**src/rtl/lane_pkg.sv**
```systemverilog
// Shared types and constants for the lane receive deframer.
// The optional statistics counters in lane_rx_deframer are built only when
// LANE_RX_STATS_EN is defined.
package lane_pkg;

    localparam int WORD_W = 32;
    // beat_t carries a full bus beat; the deframer's WIDTH must equal BUS_W.
    localparam int BUS_W  = 544;
    localparam int BUS_NW = BUS_W / WORD_W;

    localparam logic [7:0] K_SOP  = 8'hFB;
    localparam logic [7:0] K_EOP  = 8'hFD;
    localparam logic [7:0] K_IDLE = 8'hBC;

    typedef enum logic [1:0] {
        IDLE = 2'd0,
        PKT  = 2'd1,
        DROP = 2'd2,
        SKIP = 2'd3
    } rx_state_e;

    typedef struct packed {
        logic [BUS_W-1:0]  dat;
        logic [BUS_NW-1:0] keep;
        logic              sop;
        logic              eop;
        logic              err;
    } beat_t;

    // 16-bit counter add that sticks at all-ones instead of wrapping.
    function automatic logic [15:0] sat_add16(input logic [15:0] a, input logic [4:0] b);
        logic [16:0] s;
        s = {1'b0, a} + 17'(b);
        return s[16] ? 16'hFFFF : s[15:0];
    endfunction

endpackage

```
**src/rtl/lane_beat_fifo.sv**
```systemverilog
// Synchronous beat FIFO with a registered head: the oldest beat always sits in
// a dedicated output register, the remaining DEPTH-1 beats in a circular buffer.
// Callers must only pop when not empty and only push when not full or popping.
module lane_beat_fifo
    import lane_pkg::*;
#(
    parameter int DEPTH = 4
) (
    input  logic  clk,
    input  logic  rst,
    input  logic  push,
    input  beat_t push_beat,
    input  logic  pop,
    output logic  full,
    output logic  empty,
    output beat_t head
);

    localparam int BD = DEPTH - 1;
    localparam int PW = $clog2(DEPTH);

    beat_t         mem [BD];
    logic [PW-1:0] wr_ptr;
    logic [PW-1:0] rd_ptr;
    logic [PW-1:0] buf_cnt;
    logic          head_vld;
    logic          take;
    logic          buf_has;
    logic          buf_pop;
    logic          buf_push;

    function automatic logic [PW-1:0] ptr_inc(input logic [PW-1:0] p);
        return (p == PW'(BD - 1)) ? '0 : p + 1'b1;
    endfunction

    // Head slot frees up when empty or being popped; refill from buffer first.
    always_comb begin
        take     = !head_vld || pop;
        buf_has  = (buf_cnt != '0);
        buf_pop  = take && buf_has;
        buf_push = push && !(take && !buf_has);
        full     = head_vld && (buf_cnt == PW'(BD));
        empty    = !head_vld;
    end

    // Head register, pointers and occupancy.
    always_ff @(posedge clk) begin
        if (rst) begin
            head_vld <= 1'b0;
            head     <= '0;
            wr_ptr   <= '0;
            rd_ptr   <= '0;
            buf_cnt  <= '0;
        end else begin
            if (take) begin
                if (buf_has) begin
                    head     <= mem[rd_ptr];
                    head_vld <= 1'b1;
                end else if (push) begin
                    head     <= push_beat;
                    head_vld <= 1'b1;
                end else begin
                    head     <= '0;
                    head_vld <= 1'b0;
                end
            end
            if (buf_push) wr_ptr <= ptr_inc(wr_ptr);
            if (buf_pop)  rd_ptr <= ptr_inc(rd_ptr);
            buf_cnt <= buf_cnt + PW'(buf_push) - PW'(buf_pop);
        end
    end

    // Buffer storage; contents are don't-care until written.
    always_ff @(posedge clk) begin
        if (buf_push) mem[wr_ptr] <= push_beat;
    end

endmodule

```
**src/rtl/lane_rx_deframer.sv**
```systemverilog
// Lane receive deframer: scans each fully valid beat for K-coded SOP/EOP,
// builds a per-word payload keep mask and queues beats in lane_beat_fifo.
// Define LANE_RX_STATS_EN to build pkt_cnt/err_cnt/ovf_cnt; otherwise they read 0.
module lane_rx_deframer
    import lane_pkg::*;
#(
    parameter int LANS  = 4,
    parameter int WIDTH = BUS_W,
    parameter int DEPTH = 4
) (
    input  logic                     clk,
    input  logic                     rst,
    input  logic [WIDTH-1:0]         rdat,
    input  logic [WIDTH/WORD_W-1:0]  rdatk,
    input  logic [LANS-1:0]          rdatv,
    output logic                     out_vld,
    input  logic                     out_rdy,
    output logic [WIDTH-1:0]         out_dat,
    output logic [WIDTH/WORD_W-1:0]  out_keep,
    output logic                     out_sop,
    output logic                     out_eop,
    output logic                     out_err,
    output logic [15:0]              pkt_cnt,
    output logic [15:0]              err_cnt,
    output logic [15:0]              ovf_cnt
);

    localparam int NW = WIDTH / WORD_W;

    rx_state_e   state;
    rx_state_e   scan_st;
    logic [NW-1:0] scan_keep;
    logic        scan_sop, scan_eop, scan_err, scan_pkt;
    logic [4:0]  scan_errs;
    logic        seen_eop, halt;
    logic [7:0]  code;

    logic        acc, need, pop, can_push, push, ovf_evt;
    logic        fifo_full, fifo_empty;
    beat_t       push_beat, head;

    // Walk words 0..NW-1 in order; DROP scans as PKT only to learn whether the beat carried anything.
    always_comb begin
        scan_st   = (state == DROP) ? PKT : state;
        scan_keep = '0;
        scan_sop  = 1'b0;
        scan_eop  = 1'b0;
        scan_err  = 1'b0;
        scan_pkt  = 1'b0;
        scan_errs = '0;
        seen_eop  = 1'b0;
        halt      = 1'b0;
        code      = '0;
        for (int j = 0; j < NW; j++) begin
            code = rdat[j*WORD_W +: 8];
            if (!halt) begin
                case (scan_st)
                    IDLE: begin
                        if (rdatk[j]) begin
                            if (code == K_SOP && !seen_eop) begin
                                scan_st  = PKT;
                                scan_sop = 1'b1;
                            end else if (code != K_IDLE) begin
                                scan_errs = scan_errs + 5'd1;
                                if (code == K_EOP) seen_eop = 1'b1;
                            end
                        end
                    end
                    PKT: begin
                        if (!rdatk[j]) begin
                            scan_keep[j] = 1'b1;
                        end else if (code == K_EOP) begin
                            scan_eop = 1'b1;
                            scan_pkt = 1'b1;
                            seen_eop = 1'b1;
                            scan_st  = IDLE;
                        end else if (code != K_IDLE) begin
                            scan_eop  = 1'b1;
                            scan_err  = 1'b1;
                            scan_errs = scan_errs + 5'd1;
                            scan_st   = IDLE;
                            halt      = 1'b1;
                        end
                    end
                    SKIP: begin
                        if (rdatk[j] && code == K_EOP) begin
                            scan_st = IDLE;
                            halt    = 1'b1;
                        end
                    end
                    default: halt = 1'b1;
                endcase
            end
        end
    end

    // Push/overflow decision; in DROP the only push is the error terminator.
    always_comb begin
        acc      = &rdatv;
        need     = (|scan_keep) | scan_sop | scan_eop;
        pop      = !fifo_empty & out_rdy;
        can_push = !fifo_full | pop;
        if (state == DROP) begin
            push      = can_push;
            push_beat = '{dat: '0, keep: '0, sop: 1'b0, eop: 1'b1, err: 1'b1};
            ovf_evt   = acc & need;
        end else begin
            push      = acc & need & can_push;
            push_beat = '{dat: rdat, keep: scan_keep, sop: scan_sop, eop: scan_eop, err: scan_err};
            ovf_evt   = acc & need & !can_push;
        end
    end

    // Framing state: partial beats leave it alone; losing an open packet enters DROP.
    always_ff @(posedge clk) begin
        if (rst) begin
            state <= IDLE;
        end else if (state == DROP) begin
            if (can_push) state <= SKIP;
        end else if (acc) begin
            state <= (ovf_evt && scan_st == PKT) ? DROP : scan_st;
        end
    end

    lane_beat_fifo #(.DEPTH(DEPTH)) u_fifo (
        .clk       (clk),
        .rst       (rst),
        .push      (push),
        .push_beat (push_beat),
        .pop       (pop),
        .full      (fifo_full),
        .empty     (fifo_empty),
        .head      (head)
    );

    assign out_vld  = !fifo_empty;
    assign out_dat  = head.dat;
    assign out_keep = head.keep;
    assign out_sop  = head.sop;
    assign out_eop  = head.eop;
    assign out_err  = head.err;

`ifdef LANE_RX_STATS_EN
    // Saturating statistics; a packet counts only once its EOP beat is queued.
    always_ff @(posedge clk) begin
        if (rst) begin
            pkt_cnt <= '0;
            err_cnt <= '0;
            ovf_cnt <= '0;
        end else begin
            pkt_cnt <= sat_add16(pkt_cnt, 5'(push & scan_pkt & (state != DROP)));
            err_cnt <= sat_add16(err_cnt, !acc ? 5'd1 : ((state == DROP) ? 5'd0 : scan_errs));
            ovf_cnt <= sat_add16(ovf_cnt, 5'(ovf_evt));
        end
    end
`else
    logic unused_stats;
    assign unused_stats = ^{scan_pkt, scan_errs};
    assign pkt_cnt = '0;
    assign err_cnt = '0;
    assign ovf_cnt = '0;
`endif

endmodule

```
**config.mk**
```make
export PLATFORM = sky130hd
export DESIGN_NAME = lane_rx_deframer
export DESIGN_NICKNAME = d
export VERILOG_FILES = /design/src/rtl/lane_pkg.sv /design/src/rtl/lane_beat_fifo.sv /design/src/rtl/lane_rx_deframer.sv
export SDC_FILE = /design/constraint.sdc
export NUM_CORES = 2
export LEC_CHECK = 0
export CAP_MARGIN = 10
export CORE_UTILIZATION = 40
export DETAILED_ROUTE_END_ITERATION = 6
export PLACE_DENSITY = 0.71
export SETUP_SLACK_MARGIN = 0.2
export SYNTH_ARGS = -nofsm -noshare
export SYNTH_HDL_FRONTEND = slang
export SYNTH_HIERARCHICAL = 1
export SYNTH_SLANG_ARGS = --single-unit
```
**constraint.sdc**
```tcl
create_clock -name clk -period 73.6 [get_ports clk]
set_input_delay 22.08 -clock clk [delete_from_list [all_inputs] [get_ports clk]]
set_output_delay 22.08 -clock clk [all_outputs]
set_load 0.1 [all_outputs]
```
After elaboration in Yosys (flattened, before gate mapping)
Memories as Yosys holds them, arrays and structs flattened. A register that Yosys moved wholly into a read port is not among the register bits.
Cells that the tools add are included.
- divide/modulo/power cells: 0
- multiply operators: 0
- order comparisons: 0
- bitwise gates (word level): 7
- eq/ne operators: 91
- shifts and indexed selects: 0
- reduce and logical (&&, ||, !) cells: 82
- add/subtract/negate cells: 4
- mux-type cells: 640
- operator list (operator ; count):
    564-bit two-way mux ; 3
    1-bit two-way mux ; 461
    8-bit == test, second input constant ; 34
    2-bit two-way mux ; 127
    8-bit inequality test, second input constant ; 17
    2-bit case mux with 3 select lines ; 17
    1-bit case mux with 3 select lines ; 16
    2-bit == test, second input constant ; 21
    1-bit logical AND ; 38
    2-bit by 1-bit == test with 1-bit output, second input constant ; 18
    2-bit logical NOT ; 17
    1-bit case mux with 2 select lines ; 16
    1-bit logical NOT ; 21
    17-bit OR reduction ; 1
    2-bit by 1-bit adder with 2-bit output, second input constant ; 2
    1-bit bitwise AND ; 4
    4-bit AND reduction ; 1
    2-bit nonzero test ; 2
    1-bit OR ; 3
    2-bit by 1-bit adder with 2-bit output ; 1
    2-bit inequality test, second input constant ; 1
    2-bit AND reduction ; 1
    2-bit by 1-bit subtractor with 2-bit output ; 1
    1-bit logical OR ; 1
- latch bits: 0
- word-level logic and storage cells: 835
- output and inout port bits: 613
- bits in writable memories: 1692
- memory bits (read-only): 0
- input bits: 568
- memories: 1
- flip-flop bits (word level): 573
- memory list (name ; depth ; width ; rd ports ; clocked after memory_dff ; write ports ; line ; source):
    u_fifo.mem ; 3 ; 564 ; 1 ; 1 ; 1 ; lane_beat_fifo.sv:22 ; beat_t mem [BD];

Logic depth before layout (Yosys ltp)
- depth in word-level cells: 111
- gate-level depth with buffers: 42

Cells and area by module
The synthesis kept the hierarchy.
- modules (own cells, without submodules) (module ; instances ; area an instance (sq um) ; cells an instance):
    lane_beat_fifo ; 1 ; 84009.3 ; 5559
    lane_rx_deframer ; 1 ; 8266.7 ; 1272

Worst setup path before layout
Ideal clock, no wire load.
- kind: input to register
- start: input port rdat[6]
- end: register u_fifo.wr_ptr[1]
- path slack: -0.211 ns
- cell stages on the path: 32
- setup time: 0.194 ns
- data arrival time: 73.617 ns
- path through: or4b_4 o211ai_1 o211ai_1 o221ai_2 o21ai_2 o32a_4 o21ai_2 mux2_4 o32ai_1 o22a_1 buf_6 o211ai_1 a221oi_4 o211ai_2 a221oi_2 o21ai_1 a211o_1 a21o_1 or3_4 and2_4 o31ai_4 nand4b_2 a2111oi_4 or2_2 and4bb_4 nor4b_1 nor3_2 o21ai_1 inv_1 a21o_1 nor3b_1 o21ba_2
- cells in the longest elaborated chain, start to end: 108
- elaborated cells between the ends (all ways): 545
- RTL lines (what ; line ; source):
    from (decl) ; lane_rx_deframer.sv:13 ; input logic [WIDTH-1:0] rdat,
    8-bit == test ; lane_rx_deframer.sv:65, lane_rx_deframer.sv:72, lane_rx_deframer.sv:86 ;
    1-bit two-way mux ; -- ;
    1-bit two-way mux ; lane_rx_deframer.sv:63 ; end else if (code != K_IDLE) begin
    1-bit two-way mux ; lane_rx_deframer.sv:60 ; if (code == K_SOP && !seen_eop) begin
    1-bit two-way mux ; lane_rx_deframer.sv:59 ; if (rdatk[j]) begin
    1-bit case mux with 2 select lines ; lane_rx_deframer.sv:57 ; case (scan_st)
    1-bit two-way mux / 1-bit logical NOT (equally long branches) ; lane_rx_deframer.sv:65, lane_rx_deframer.sv:72, lane_rx_deframer.sv:60 ;
    1-bit two-way mux / 1-bit logical AND (equally long branches) ; lane_rx_deframer.sv:63, lane_rx_deframer.sv:60 ;
    [92 not listed] ; -- ;
    1-bit two-way mux ; lane_rx_deframer.sv:57 ;
    1-bit two-way mux ; lane_rx_deframer.sv:56 ; if (!halt) begin
    1-bit OR ; lane_rx_deframer.sv:100 ; need = (|scan_keep) | scan_sop | scan_eop;
    1-bit OR * ; lane_rx_deframer.sv:100 ;
    1-bit bitwise AND * (2 in series) ; lane_rx_deframer.sv:108 ; push = acc & need & can_push;
    1-bit two-way mux * ; lane_rx_deframer.sv:103 ; if (state == DROP) begin
    named net push ; lane_rx_deframer.sv:38 ; logic acc, need, pop, can_push, push, ovf_evt;
    1-bit logical AND * ; lane_beat_fifo.sv:41 ; buf_push = push && !(take && !buf_has);
    to (signal assigned) ; lane_beat_fifo.sv:67 ; if (buf_push) wr_ptr <= ptr_inc(wr_ptr);
    to (decl) ; lane_beat_fifo.sv:23 ; logic [PW-1:0] wr_ptr;
Mark *: on every way through the listed nets, which the timed path passes. The rest lies on a longest branch.
A chain may end at the register's enable or synchronous reset.

Final worst setup path
- start: input port rdat[7]
- end: register, netlist name u_fifo/head[243]
- cells in the longest elaborated chain, start to end: 109
- elaborated cells between the ends (all ways): 546
- RTL lines (what ; line ; source):
    8-bit == test ; lane_rx_deframer.sv:65, lane_rx_deframer.sv:72, lane_rx_deframer.sv:86 ;
    1-bit two-way mux ; -- ;
    1-bit two-way mux ; lane_rx_deframer.sv:63 ;
    1-bit two-way mux ; lane_rx_deframer.sv:60 ;
    1-bit two-way mux ; lane_rx_deframer.sv:59 ;
    1-bit case mux with 2 select lines ; lane_rx_deframer.sv:57 ;
    1-bit two-way mux / 1-bit logical NOT (equally long branches) ; lane_rx_deframer.sv:65, lane_rx_deframer.sv:72, lane_rx_deframer.sv:60 ;
    1-bit two-way mux / 1-bit logical AND (equally long branches) ; lane_rx_deframer.sv:63, lane_rx_deframer.sv:60 ;
    [93 not listed] ; -- ;
    1-bit two-way mux ; lane_rx_deframer.sv:56 ;
    1-bit OR ; lane_rx_deframer.sv:100 ;
    1-bit OR * ; lane_rx_deframer.sv:100 ;
    1-bit bitwise AND * (2 in series) ; lane_rx_deframer.sv:108 ;
    1-bit two-way mux * ; lane_rx_deframer.sv:103 ;
    named net push ; lane_rx_deframer.sv:38 ;
    564-bit two-way mux * ; lane_beat_fifo.sv:59 ; end else if (push) begin
    564-bit two-way mux * ; lane_beat_fifo.sv:56 ; if (buf_has) begin
Marks and branches as above.

==> run summary <==
Setup TNS - 0 ps
Clk sink count - 2267
Area of the multi-input gates - 0.0271 mm^2
# fillers - 19300
Syn Inst Count - 6831
Layout cell share with drive strength beyond 1 - 7.19%
Leakage - 36.9 nW
Critical Path Fanout Max - 77
Detailed router's first-iteration violation count - 5267
Vias per inst - 5.65
Final Worst Setup Slack - 38010 ps
Crit path to - u_fifo/head[243]$_SDFFE_PP0N_
Peak per-stage delay on the critical path - 1000 ps
Initial antenna violation count - 106
GPL Wtd Cong - 0.866
Die area - 0.233 mm^2
Largest net degree at the start of global routing - 196
GRT Total Usage - 24.0%
Least-Margin Pin Slew - 1210 ps
Final slew viol count - 0
Pre-CTS setup slack - 37340 ps
Top FF cell, synth - edfxtp_1
TritonCTS Buffers - 230
Critical R2R Capture - u_fifo/head[243]$_SDFFE_PP0N_
Sequential cell area - 0.0623 mm^2
R2r setup slk - 59630 ps
Largest area contributor in the netlist - edfxtp_1
HP Class - flop to flop
Antenna Violating Nets Remaining - 0
I/O pin cnt - 1181
Chip Height - 482 um
Global-route wire length before repair - 415000 um
Worst vdd ir - 0.0000446 V
Hold Buf Count CTS - 0
Leading cell type by number of instances after synthesis - edfxtp_1
Die width - 482 um
Reg2reg path depth - 35
Detailed placement HPWL - 184000 um
Clk buf depth - 3
H-tree levels - 4
Post_cts resized - 0
Final wirelength - 290000 um
Min Clock Period, post-route - 35590 ps
I/O Buffers - 1132
Synth area leaders - edfxtp_1 55%, dfxtp_1 12%, mux2i_1 6.1%
Post-Syn Area per Cell - 13.5 um^2
CP arrival - 36380 ps
Synthesized flop and latch total - 2267
Grt ovf - 0
Vias - 62400
Post-CTS Setup Bufs - 0
Final #Nets - 8346
Endpoint class of the critical path - flop
CTS tree - done
Class of the most critical setup path - input pin to flop
Share of the synthesized area in the top cell type - 55.1%
Synth cell types - 112
Worst setup SP type - input pin
Worst setup path start - rdat[7]
Vias in the first global route - 60500
Remaining DRCs - 0
Initial core utilization - 40.4%
Unrepaired setup endpoints after global routing - no
Area growth syn-to-layout - 22.7%
PD cells - 39.2 mW/mm^2
Finished Cell Area - 0.113 mm^2
Drt pass-1 iters - 6
Drt wl/cell - 26.3 um
Worst Skew - 85.8 ps
CP most frequent cell - buf_4
Commonest cells post-synth - 1692 x edfxtp_1, 606 x nand2_1, 593 x a21oi_1, 578 x o211ai_1, 575 x dfxtp_1
Post-synthesis sequential area ratio - 67.5%
Worst reg2reg startpoint - state[0]$_SDFFE_PP0P_
Core footprint - 0.228 mm^2
CP required - 74390 ps
Hold_ws - 490 ps
Post-DP Area - 0.105 mm^2
Synth async-reset ratio - 0%
Clock Latency Late Sink - 900 ps
Post-synth EDFFs - 1692
Slew HR - 19.3%
Max-cap viol count - 0
Final setup violation count - 0
Yosys warning count - 6
Clock slew at reported path FFs - 60 ps
Period utilisation layout - 48.4%
Root buffer cell - clkbuf_16
Synthesized area - 0.0923 mm^2
Final hold viol count - 0
FP Rows - 175
F_max - 28.1 MHz
Status - finished, final reports clean
Critical Path Slowest Stage Cell - a2111oi_1
routing by layer:
| metal | up-vias | track usage (%) | wire (um) |
|---|---|---|---|
| li1 | 28100 | - | - |
| met2 | 2796 | 37.4 | 134000 |
| met4 | 80 | 11.2 | 12800 |
| met5 | - | 0 | 506 |
| met1 | 30900 | 30.0 | 113000 |
| met3 | 538 | 8.03 | 29400 |
power breakdown:
part / switching [W] / leakage [nW] / internal [W]
logic: 0.00122 / 13.1 / 0.000414
clock network: 0.000506 / 3.78 / 0.000687
registers: 0.0000716 / 20.0 / 0.00154
state kept, by name, summed over array words and instances, names as in the netlist, named ones only:
register	flops
u_fifo/rd_ptr	2
u_fifo/head_vld	1
u_fifo/mem	1692
u_fifo/wr_ptr	2
u_fifo/head	564
state	2
u_fifo/buf_cnt	2
placed cells by master (no fill, tap or decap), types with 11 or more instances in the layout:
cell,n
diode_2,58
o21a_1,16
nor2b_1,546
clkbuf_8,28
a21o_1,12
edfxtp_1,1692
a22oi_2,20
nor3_1,37
xor2_1,17
clkdlybuf4s50_1,1090
nand3_1,35
mux2i_1,566
o21ai_0,30
nor2_1,71
nand2_1,606
a21oi_1,593
clkinvlp_4,11
clkbuf_1,58
nand3b_1,15
or3_1,12
a22oi_1,543
o31ai_1,18
clkinv_2,33
bufinv_16,22
clkbuf_16,231
nand2b_1,14
nand4_1,18
a31oi_1,12
inv_1,19
buf_4,125
conb_1,48
dfxtp_1,574
o211ai_1,578
nor4_1,14
clkinv_1,35
final cells by class:
type | count | share of cell area (%)
timing repair buffer | 1223 | 10.6
inverter | 22 | 0.0928
tap | 3009 | 3.32
clock inverter | 123 | 1.27
clock buffer | 317 | 5.64
antenna | 58 | 0.128
sequential | 2267 | 55.0
multi-input combinational | 4028 | 23.9
metrics by stage:
stage | total power, W | cells | util [%]
after floorplan | 0.00287 | 6878 | -
after global placement | 0.00324 | 10500 | 46.1
after detailed placement | 0.00326 | 10500 | 46.1
after CTS | 0.00446 | 11000 | 49.5
after global routing | 0.00459 | 11000 | 49.6
final | 0.00444 | 11000 | 49.6
critical path, delay by kind of cell:
kind | cells | cell delay [ps]
and+or+nand+nor | 12 | 4450
buffers and inverters | 5 | 3850
AOI/OAI and AO/OA | 17 | 5750
worst min-delay path by stage:
stage / to / slack (ps) / depth (start not counted) / from
2_1_floorplan: u_fifo/wr_ptr[0]$_SDFFE_PP0P_ / 450 / 2 / u_fifo/wr_ptr[0]$_SDFFE_PP0P_
3_3_place_gp: flop / 460 / 2 / u_fifo/rd_ptr[0]$_SDFFE_PP0N_
3_5_place_dp: flop / 470 / 2 / u_fifo/rd_ptr[0]$_SDFFE_PP0N_
4_1_cts: flop / 480 / 2 / u_fifo/rd_ptr[0]$_SDFFE_PP0N_
5_1_grt: flop / 520 / 2 / u_fifo/rd_ptr[0]$_SDFFE_PP0N_
6_report: flop / 490 / 2 / u_fifo/rd_ptr[0]$_SDFFE_PP0N_
cells by family after synthesis:
| kind of cell | after synthesis | share of synthesized area, % |
|---|---|---|
| flops | 2267 | 67.5 |
| compound gates | 1944 | 14.6 |
| simple gates | 1444 | 8.07 |
| buf+inv | 583 | 3.37 |
| mux | 568 | 6.17 |
| xor+xnor | 18 | 0.171 |
| fa+ha+maj | 6 | 0.0814 |
| other cells | 1 | 0.00406 |
No activity file was read; power rests on OpenSTA's default activity.
